$ cat config.mk
export PLATFORM = sky130hd
export DESIGN_NAME = program_load_sequencer
export DESIGN_NICKNAME = d
export VERILOG_FILES = /design/src/rtl/program_load_sequencer_pkg.sv /design/src/rtl/program_load_sequencer_byte_word_packer.sv /design/src/rtl/program_load_sequencer.sv
export SDC_FILE = /design/constraint.sdc
export NUM_CORES = 1
export LEC_CHECK = 0
export ABC_AREA = 1
export ABC_CLOCK_PERIOD_IN_PS = 9300
export CAP_MARGIN = 15
export CORE_AREA = 2 2 113 93
export DETAILED_ROUTE_END_ITERATION = 10
export DIE_AREA = 0 0 115 95
export DONT_BUFFER_PORTS = 1
export PLACE_DENSITY = 0.69
export SETUP_SLACK_MARGIN = 0.05
export SYNTH_ARGS = -nofsm -noshare
export SYNTH_HDL_FRONTEND = slang
export SYNTH_SLANG_ARGS = --single-unit
export TNS_END_PERCENT = 5
$ cat constraint.sdc
create_clock -name clk -period 9.3 [get_ports clk]
set_input_delay 1.395 -clock clk [delete_from_list [all_inputs] [get_ports clk]]
set_output_delay 1.395 -clock clk [all_outputs]
set_load 0.01 [all_outputs]
$ cat src/rtl/program_load_sequencer_pkg.sv
// -----------------------------------------------------------------------------
// program_load_sequencer_pkg
//
// Shared definitions for the program load sequencer and its byte packer.
//   - State encodings for the load FSM, kept as plain localparam constants so
//     existing code that compares raw state values keeps working.
//   - Byte ordering of the incoming program stream (little-endian).
//   - Helpers for the header word limit and header validation.
// -----------------------------------------------------------------------------
package program_load_sequencer_pkg;

    // Load FSM state encodings
    typedef logic [2:0] state_t;

    localparam state_t ST_IDLE  = 3'd0;
    localparam state_t ST_HDR   = 3'd1;
    localparam state_t ST_BYTES = 3'd2;
    localparam state_t ST_RUN   = 3'd3;
    localparam state_t ST_ERR   = 3'd4;

    // Order in which the four bytes of an instruction arrive on the UART
    typedef enum logic {
        BYTE_ORDER_LITTLE = 1'b0,
        BYTE_ORDER_BIG    = 1'b1
    } byte_order_t;

    localparam byte_order_t BYTE_ORDER = BYTE_ORDER_LITTLE;

    // Largest word count a header may announce: the whole instruction memory
    function automatic int hdr_max_words(input int addr_width);
        return 1 << addr_width;
    endfunction

    // A header is usable when it asks for at least one word and no more
    // words than the instruction memory holds
    function automatic logic header_ok(input logic [7:0] n, input int max_words);
        return (n != 8'd0) && (int'(n) <= max_words);
    endfunction

endpackage

$ cat src/rtl/program_load_sequencer_byte_word_packer.sv
// -----------------------------------------------------------------------------
// program_load_sequencer_byte_word_packer
//
// Collects UART bytes into 32-bit instruction words.
//
// Ports:
//   clk         system clock
//   rst         asynchronous, active-high reset
//   clear       drops any partial word and restarts at byte 0 (wins over
//               byte_valid in the same cycle)
//   byte_valid  byte_in holds a byte to accept this cycle
//   byte_in     incoming byte
//   word_out    the word as it looks including this cycle's byte; only
//               meaningful while word_valid is high
//   word_valid  high in the cycle the fourth byte of a word is accepted
//
// word_out/word_valid are combinational so the parent can register the
// memory write on the same edge that takes the last byte, which keeps the
// write exactly one cycle after the fourth byte.
// -----------------------------------------------------------------------------
module program_load_sequencer_byte_word_packer
    import program_load_sequencer_pkg::*;
(
    input  logic        clk,
    input  logic        rst,
    input  logic        clear,
    input  logic        byte_valid,
    input  logic [7:0]  byte_in,
    output logic [31:0] word_out,
    output logic        word_valid
);

    logic [31:0] partial_word;
    logic [1:0]  byte_idx;
    logic [1:0]  lane;
    logic        accept;

    // Merge the current byte into the partial word at the lane chosen by the
    // byte order, and flag completion when the fourth byte goes in.
    always_comb begin
        accept     = byte_valid && !clear;
        lane       = (BYTE_ORDER == BYTE_ORDER_LITTLE) ? byte_idx : (2'd3 - byte_idx);
        word_out   = partial_word;
        word_out[8*lane +: 8] = byte_in;
        word_valid = accept && (byte_idx == 2'd3);
    end

    // Hold the bytes gathered so far. After a full word the partial word is
    // emptied so the next word starts clean; the index wraps naturally.
    always_ff @(posedge clk or posedge rst) begin
        if (rst) begin
            partial_word <= '0;
            byte_idx     <= '0;
        end else if (clear) begin
            partial_word <= '0;
            byte_idx     <= '0;
        end else if (accept) begin
            partial_word <= (byte_idx == 2'd3) ? 32'd0 : word_out;
            byte_idx     <= byte_idx + 2'd1;
        end
    end

endmodule

$ cat src/rtl/program_load_sequencer.sv
// -----------------------------------------------------------------------------
// program_load_sequencer
//
// Boot/load controller between the UART receiver and the instruction memory.
// Holds the CPU pipeline in reset, receives a framed program (one header byte
// with the word count N, then 4*N little-endian bytes), writes each word into
// instruction memory and then releases the pipeline.
//
// Parameters:
//   ADDR_WIDTH      instruction-memory address width (DEPTH = 2**ADDR_WIDTH)
//   TIMEOUT_CYCLES  idle cycles allowed between bytes once words are flowing
//   CNT_WIDTH       width of the idle-cycle counter
//
// Ports:
//   clk, rst         clock, asynchronous active-high reset
//   i_rx_valid       one-cycle pulse, i_rx_byte holds a new UART byte
//   i_rx_byte        received byte
//   i_start_load     one-cycle pulse, begin or restart a load
//   o_write_enable   one-cycle instruction-memory write strobe
//   o_address        write word address
//   o_instruction    write data
//   o_cpu_rst        pipeline held in reset while high
//   o_run            program loaded and pipeline running
//   o_busy           load in progress (header or byte phase)
//   o_error          sticky load error (bad header or stalled transfer)
//   o_words_loaded   words written during the current load
//
// Every output is a register.
// -----------------------------------------------------------------------------
module program_load_sequencer
    import program_load_sequencer_pkg::*;
#(
    parameter int ADDR_WIDTH     = 3,
    parameter int TIMEOUT_CYCLES = 1000000,
    parameter int CNT_WIDTH      = $clog2(TIMEOUT_CYCLES + 1)
) (
    input  logic                  clk,
    input  logic                  rst,
    input  logic                  i_rx_valid,
    input  logic [7:0]            i_rx_byte,
    input  logic                  i_start_load,
    output logic                  o_write_enable,
    output logic [ADDR_WIDTH-1:0] o_address,
    output logic [31:0]           o_instruction,
    output logic                  o_cpu_rst,
    output logic                  o_run,
    output logic                  o_busy,
    output logic                  o_error,
    output logic [ADDR_WIDTH:0]   o_words_loaded
);

    localparam int NW_WIDTH      = ADDR_WIDTH + 1;
    localparam int HDR_MAX_WORDS = hdr_max_words(ADDR_WIDTH);

    // Counter value at which one more idle cycle exhausts the allowance
    localparam logic [CNT_WIDTH-1:0] TIMEOUT_LAST = CNT_WIDTH'(TIMEOUT_CYCLES - 1);

    state_t                state;
    state_t                state_next;
    logic [ADDR_WIDTH-1:0] word_ptr;
    logic [NW_WIDTH-1:0]   num_words;
    logic [CNT_WIDTH-1:0]  timeout_cnt;

    logic                  packer_clear;
    logic                  packer_valid;
    logic                  word_valid;
    logic [31:0]           packed_word;

    logic                  hdr_byte;
    logic                  hdr_ok;
    logic                  last_word;
    logic                  timeout_hit;

    // Byte packer: only listens while in the byte phase. A start pulse or any
    // other state clears it, which is also how a partial word gets thrown
    // away on restart, timeout or header errors.
    program_load_sequencer_byte_word_packer u_byte_word_packer (
        .clk        (clk),
        .rst        (rst),
        .clear      (packer_clear),
        .byte_valid (packer_valid),
        .byte_in    (i_rx_byte),
        .word_out   (packed_word),
        .word_valid (word_valid)
    );

    // Next-state logic. A start pulse overrides everything, including a byte
    // arriving in the same cycle, so that byte is simply lost. The last word
    // and the timeout can never coincide because the timeout needs an idle
    // cycle while the last word needs a byte.
    always_comb begin
        packer_clear = i_start_load || (state != ST_BYTES);
        packer_valid = i_rx_valid && (state == ST_BYTES);
        hdr_byte     = (state == ST_HDR) && i_rx_valid && !i_start_load;
        hdr_ok       = header_ok(i_rx_byte, HDR_MAX_WORDS);
        last_word    = word_valid && ({1'b0, word_ptr} == (num_words - NW_WIDTH'(1)));
        timeout_hit  = (state == ST_BYTES) && !i_start_load && !i_rx_valid &&
                       (timeout_cnt == TIMEOUT_LAST);

        state_next = state;
        if (i_start_load) begin
            state_next = ST_HDR;
        end else begin
            case (state)
                ST_HDR: begin
                    if (hdr_byte) begin
                        state_next = hdr_ok ? ST_BYTES : ST_ERR;
                    end
                end
                ST_BYTES: begin
                    if (last_word) begin
                        state_next = ST_RUN;
                    end else if (timeout_hit) begin
                        state_next = ST_ERR;
                    end
                end
                ST_IDLE, ST_RUN, ST_ERR: begin
                    state_next = state;
                end
                default: begin
                    state_next = ST_IDLE;
                end
            endcase
        end
    end

    // State register
    always_ff @(posedge clk or posedge rst) begin
        if (rst) begin
            state <= ST_IDLE;
        end else begin
            state <= state_next;
        end
    end

    // Word count from the header and the write pointer. The pointer moves
    // with every completed word; since the load ends after word N-1 the
    // pointer never addresses beyond the announced program.
    always_ff @(posedge clk or posedge rst) begin
        if (rst) begin
            num_words <= '0;
            word_ptr  <= '0;
        end else if (i_start_load) begin
            num_words <= '0;
            word_ptr  <= '0;
        end else if (hdr_byte && hdr_ok) begin
            num_words <= NW_WIDTH'(i_rx_byte);
            word_ptr  <= '0;
        end else if (word_valid) begin
            word_ptr <= word_ptr + 1'b1;
        end
    end

    // Idle-cycle counter. It only runs while we stay in the byte phase with no
    // byte arriving; any byte, any state change or the header phase keeps it
    // at zero, so waiting for the header can never time out.
    always_ff @(posedge clk or posedge rst) begin
        if (rst) begin
            timeout_cnt <= '0;
        end else if ((state == ST_BYTES) && (state_next == ST_BYTES) && !i_rx_valid) begin
            timeout_cnt <= timeout_cnt + 1'b1;
        end else begin
            timeout_cnt <= '0;
        end
    end

    // Instruction-memory write port. The strobe is a single cycle following
    // the fourth byte; address and data hold their last values afterwards.
    // A strobe already on the port still finishes if a restart arrives.
    always_ff @(posedge clk or posedge rst) begin
        if (rst) begin
            o_write_enable <= 1'b0;
            o_address      <= '0;
            o_instruction  <= '0;
        end else begin
            o_write_enable <= word_valid;
            if (word_valid) begin
                o_address     <= word_ptr;
                o_instruction <= packed_word;
            end
        end
    end

    // Count of words written in the current load, cleared by every start
    always_ff @(posedge clk or posedge rst) begin
        if (rst) begin
            o_words_loaded <= '0;
        end else if (i_start_load) begin
            o_words_loaded <= '0;
        end else if (word_valid) begin
            o_words_loaded <= o_words_loaded + 1'b1;
        end
    end

    // Status flags follow the state we are moving into, except for the
    // pipeline release: o_cpu_rst/o_run only change once we have already
    // spent a cycle in RUN, so the final memory write lands before the CPU
    // leaves reset.
    always_ff @(posedge clk or posedge rst) begin
        if (rst) begin
            o_busy    <= 1'b0;
            o_error   <= 1'b0;
            o_run     <= 1'b0;
            o_cpu_rst <= 1'b1;
        end else begin
            o_busy    <= (state_next == ST_HDR) || (state_next == ST_BYTES);
            o_error   <= (state_next == ST_ERR);
            o_run     <= (state == ST_RUN) && (state_next == ST_RUN);
            o_cpu_rst <= !((state == ST_RUN) && (state_next == ST_RUN));
        end
    end

endmodule

==> Word-level counts from Yosys, hierarchy flattened <==
Cells that the tools add are included.
{ "word_totals": {"ff_bits": 108, "latchBits": 0, "ramBits": 0, "romBits": 0, "output_inout_bits": 44, "word_cells": 82, "mem_count": 0} }
{ "classes": {"addsub": 6, "mul": 0, "div_mod_pow": 0, "n_lt_le_gt_ge": 1, "n_eq_ne": 12, "shift": 2, "muxes": 20, "bitwise": 0, "reduce_logical": 27} }
{ "op_table": {"columns": ["operator", "count"], "rows": [
  ["32-bit two-way mux", 3],
  ["5-bit negation with 34-bit output", 1],
  ["8-bit by 34-bit variable shift with 32-bit output, first input constant", 1],
  ["8-bit by 34-bit variable part select with 32-bit output", 1],
  ["32-bit bitwise mux", 1],
  ["3-bit two-way mux", 8],
  ["20-bit by 1-bit adder with 20-bit output, second input constant", 1],
  ["20-bit == test, second input constant", 1],
  ["20-bit two-way mux", 1],
  ["4-bit two-way mux", 4],
  ["1-bit logical AND", 14],
  ["3-bit by 2-bit == test with 1-bit output, second input constant", 4],
  ["3-bit one-hot mux with 3 select lines", 1],
  ["8-bit by 4-bit <= comparator with 1-bit output, second input constant", 1],
  ["8-bit nonzero test", 1],
  ["3-bit by 1-bit == test with 1-bit output, second input constant", 2],
  ["3-bit == test, second input constant", 2],
  ["2-bit nonzero test", 3],
  ["4-bit by 1-bit adder with 4-bit output, second input constant", 1],
  ["3-bit by 4-bit == test with 1-bit output", 1],
  ["1-bit zero test", 4],
  ["2-bit two-way mux", 2],
  ["4-bit by 1-bit subtractor with 4-bit output, second input constant", 1],
  ["3-bit by 1-bit adder with 3-bit output, second input constant", 1],
  ["7 further kinds", 8]
]} }

==> Longest topological paths before layout <==
{ "logic_depth": {"ltp_word": 13, "ltp_mapped": 13, "mapped_depth_nobuf": 13} }

==> Hierarchy <==
Synthesis repeated with hierarchy kept, for this count alone.
{ "hier_totals": {"cells_unflattened": 719, "hier_area_um2": 5512.8} }
{ "modules_own_cells": {"columns": ["module", "instances", "cells_each", "area_per_inst_um2"], "rows": [
  ["program_load_sequencer", 1, 421, 3527.1],
  ["program_load_sequencer_byte_word_packer", 1, 298, 1985.7]
]} }

==> Worst setup path before layout <==
No wires, ideal clock.
{ "synth_path": {"path_kind": "input port to flip-flop", "startpoint": "in i_rx_byte[2]", "endpoint": "reg timeout_cnt[10]", "setup_time_ps": 69, "t_arrival_ps": 2247, "required_ps": 9231, "setup_slack_ps": 6984, "path_stages": 10, "path_buffers": 1, "cell_sequence": "inv_1 -> nand3_1 -> nand2_1 -> nand3_1 -> nor2_2 -> nor2_1 -> nand2_2 -> nand3_2 -> buf_6 -> nor2_2"} }
{ "synth_between": {"elab_chain_len": 10} }
{ "synth_lines": {"columns": ["item", "line", "text"], "rows": [
  ["from (decl)", "program_load_sequencer.sv:40", "input logic [7:0] i_rx_byte,"],
  ["8-bit by 4-bit <= comparator with 1-bit output / 8-bit nonzero test (equally long branches)", "program_load_sequencer_pkg.sv:37", "return (n != 8'd0) && (int'(n) <= max_words);"],
  ["1-bit logical AND *", "program_load_sequencer_pkg.sv:37", null],
  ["3-bit two-way mux *", "program_load_sequencer.sv:107", "state_next = hdr_ok ? ST_BYTES : ST_ERR;"],
  ["3-bit two-way mux *", "program_load_sequencer.sv:106", "if (hdr_byte) begin"],
  ["3-bit one-hot mux with 3 select lines *", "program_load_sequencer.sv:104", "case (state)"],
  ["3-bit two-way mux *", "program_load_sequencer.sv:101", "if (i_start_load) begin"],
  ["3-bit by 2-bit == test with 1-bit output *", "program_load_sequencer.sv:160", "end else if ((state == ST_BYTES) && (state_next == ST_BYTES) && !i_rx_valid) begin"],
  ["1-bit logical AND * (2 in series)", "program_load_sequencer.sv:160", null],
  ["20-bit two-way mux *", "program_load_sequencer.sv:160", null],
  ["to (signal assigned)", "program_load_sequencer.sv:161", "timeout_cnt <= timeout_cnt + 1'b1;"],
  ["to (decl)", "program_load_sequencer.sv:62", "logic [CNT_WIDTH-1:0] timeout_cnt;"]
]} }
Every way passes the cells marked *; elsewhere a longest branch is shown, timed or not.
A chain may end at the register's enable or synchronous reset.

==> Final worst setup path <==
{ "layout_path": {"startpoint": "reg u_byte_word_packer.byte_idx[0]", "endpoint": "reg word_ptr[2]"} }
{ "layout_between": {"elab_chain_len": 3} }
{ "layout_lines": {"columns": ["item", "line", "text"], "rows": [
  ["from (decl)", "program_load_sequencer_byte_word_packer.sv:34", "logic [1:0] byte_idx;"],
  ["from (signal assigned)", "program_load_sequencer_byte_word_packer.sv:59", "byte_idx <= byte_idx + 2'd1;"],
  ["2-bit == test", "program_load_sequencer_byte_word_packer.sv:45", "word_valid = accept && (byte_idx == 2'd3);"],
  ["1-bit logical AND", "program_load_sequencer_byte_word_packer.sv:45", null],
  ["3-bit nonzero test (no source line)", null, null],
  ["to (signal assigned)", "program_load_sequencer.sv:150", "word_ptr <= word_ptr + 1'b1;"],
  ["to (decl)", "program_load_sequencer.sv:60", "logic [ADDR_WIDTH-1:0] word_ptr;"]
]} }
Every way passes these cells.

==> results.toml <==
[routing]
wl_met3_um = 838
drtIter0Drc = 379
num_vias = 4038
drt-total-wl_um = 11200
routedWlPerCell_um = 15.2
m1WireLength_um = 5190
postRouteAntennaNets = 0
dr.pass1.iters = 5
drc_errors = 0
vias_per_cell = 5.46
routed.top_layer = "met4"
wl_met2_um = 4970

[sta]
worst_slew_pin_slew_ns = 0.920
fin_skew_ns = 0.00740
relSlewSlack = 0.386
rsz0062_at_grt = "false"
clock.fmax_ghz = 0.314
hold_ws_ns = 0.476
hold_viol = 0
fin_crit_ns = 3.18
post-route-period-util = 0.342
finalMaxSlewViolations = 0
setup_violations = 0
tns_ns = 0

[placed_design]
dp.cells = 723
gp_congestion = 0.867
io_buffers = 0
dp_hpwl_um = 7720
dpl_cell_area_um2 = 5280

[critical_path]
cp_num_buf_inv = 2
r2r_start = "u_byte_word_packer.byte_idx[0]"
path_depth = 8
path_cells = "ha_1, inv_1, nor2_1, nand2_2, inv_2, nand2_1, xor2_1, nor2_1"
reg2reg_depth = 8
cp-end-kind = "register"
critPathArrivalTime_ns = 3.42
crit_family = "simple AND/OR/NAND/NOR gates"
crit_path_start_kind = "register"
crit_slowest_cell = "nand2_2"
path_class = "register to register"
cpMostUsedCell = "nor2_1"
r2r_end = "word_ptr[2]"
critPathRequiredTime_ns = 9.53
path_max_fanout = 53
timing.reg2reg.setup_slack_ns = 6.12
cpPeakStageDelay_ns = 0.70

[clocking]
clk_path_buf_depth = 2
cts.sinks = 108
tritoncts = "yes"
cts_made_buffers = 9
cts_setup_buffers = 0
cts.clk_slew.worst_paths_ns = 0.07
cts_hold_buffers = 0
clock_latency_ns = 0.35
htree_levels = 3
cts_root_buf = "clkbuf_16"
postCtsResizedCells = 0

[global_routing]
grt_pass1_wl_um = 18800
track_usage = 0.222
antenna_found_initial = 0
grt_max_degree = 61
grt_pass1_vias = 3933
gr-total-overflow = 0

[layout]
layout_common_cells = "nand2_1 (141), dfrtp_1 (107), inv_1 (83), nand3_1 (46), nor2_1 (45)"
drive_gt1_frac = 0.0875
finalNetCount = 634
stdcell_area_um2 = 5560
diodes = 0
final_cells = 739
area_growth_syn_to_layout_pct = 5.89
final_common_cell = "nand2_1"

[yosys]
syn_inst = 624
ys_seq_area_frac = 0.515
muxShareOfSynthArea = 0
synth_fa_ha_area_frac = 0.0238
synth-compound-area-share = 0.102
synth_area_um2 = 5250
syn_nets = 646
yosys.area_share.simple = 0.244
ys_types = 33
synth_xor_area_frac = 0.0267
ys_seq_elements = 108
syn_area_per_cell_um2 = 8.41
yosysWarnings = 0
synth_top_family_by_area = "simple AND/OR/NAND/NOR gates"

[die]
die_h_um = 95
core_area_um2 = 9910
rows = 33
dieArea_um2 = 10900
initial_utilization = 0.529
io_pins = 56
die_w_um = 115

[flow_run]
cap_violations = 0

[power_and_ir_drop]
leakage_nw = 2.54
ir_worst_vdd_v = 0.0000847
p_per_area_nw_per_um2 = 155
p_total_mw = 0.859

[worst_hold_path]
min_to = "timeout_cnt[0]"
hold_start = "timeout_cnt[0]"
min_path_type = "register to register"
min_path_cells = 1

[run_status]
outcome = "complete, no violations"
-- cell usage after synthesis, drive strengths merged --
cell | n | area share
a21oi | 4 | 0.0038
a31oi | 8 | 0.0095
a32oi | 2 | 0.0033
and3 | 1 | 0.0012
buf | 14 | 0.017
clkbuf | 10 | 0.0072
dfrtp | 107 | 0.51
dfstp | 1 | 0.0050
ha | 10 | 0.024
inv | 89 | 0.064
nand2 | 146 | 0.11
nand3 | 49 | 0.050
nand3b | 1 | 0.0014
nand4 | 8 | 0.0095
nor2 | 69 | 0.063
nor3 | 8 | 0.0095
nor3b | 1 | 0.0014
o21ai | 44 | 0.042
o21bai | 1 | 0.0014
o22ai | 35 | 0.042
xnor2 | 3 | 0.0050
xor2 | 13 | 0.022
-- state kept, by name, indices dropped and copies added (netlist names) --
signal,flops
o_cpu_rst,1
o_busy,1
word_ptr,3
o_instruction,32
num_words,4
u_byte_word_packer.partial_word,32
u_byte_word_packer.byte_idx,2
o_write_enable,1
o_error,1
timeout_cnt,20
o_address,3
o_words_loaded,4
o_run,1
state,3
-- cell families (layout without fill, tap and decap cells) --
logic type | Yosys count | after routing
buffers and inverters | 113 | 106
flip-flops | 108 | 108
adder cells (fa/ha/maj) | 10 | 10
XOR/XNOR | 16 | 16
AO/OA/AOI/OAI | 94 | 94
AND/OR/NAND/NOR | 283 | 283
-- per-stage QoR --
| step | worst slack (ns) | util |
|---|---|---|
| after global routing | 5.74 | 0.561 |
| after floorplan | 5.06 | - |
| after detailed placement | 5.81 | 0.533 |
| after global placement | 5.88 | 0.533 |
| after CTS | 6.08 | 0.561 |
| final | 6.12 | 0.561 |
-- layer usage --
metal,GRT usage,vias to the layer above
met4,0.0763,0
met1,0.302,1906
met2,0.344,140
met3,0.0591,16
met5,0,-
li1,-,1976
-- worst register-to-register path, stage by stage, from the launching register on --
cell and delay, ns:
dfrtp_1 0.57, ha_1 0.29, inv_1 0.52, nor2_1 0.13, nand2_2 0.70, inv_2 0.46
nand2_1 0.20, xor2_1 0.16, nor2_1 0.05
-- where the power goes --
part | switching (mW) | internal, mW | leakage, nW
registers | 0.00151 | 0.471 | 1.50
clock network | 0.163 | 0.197 | 0.130
logic | 0.0204 | 0.00519 | 0.915
-- area by class of cell --
class / count / area (um2)
Clock inverter: 1 / 7.51
Fill cell: 899 / 4350
Tap cell: 122 / 153
Multi-Input combinational cell: 403 / 2080
Inverter: 89 / 337
Sequential cell: 108 / 2700
Timing Repair Buffer: 1 / 7.51
Clock buffer: 15 / 268
-- worst max path at each step --
stage / from / endpoint / slack [ns]
floorplan: rst / num_words[0] / 5.06
global placement: i_start_load / o_words_loaded[3] / 5.88
detailed placement: i_start_load / o_words_loaded[3] / 5.81
CTS: u_byte_word_packer.byte_idx[0] / word_ptr[2] / 6.08
global route: u_byte_word_packer.byte_idx[0] / o_words_loaded[3] / 5.74
finish: u_byte_word_packer.byte_idx[0] / word_ptr[2] / 6.12
Note: power is estimated with default switching activity, not from simulation.
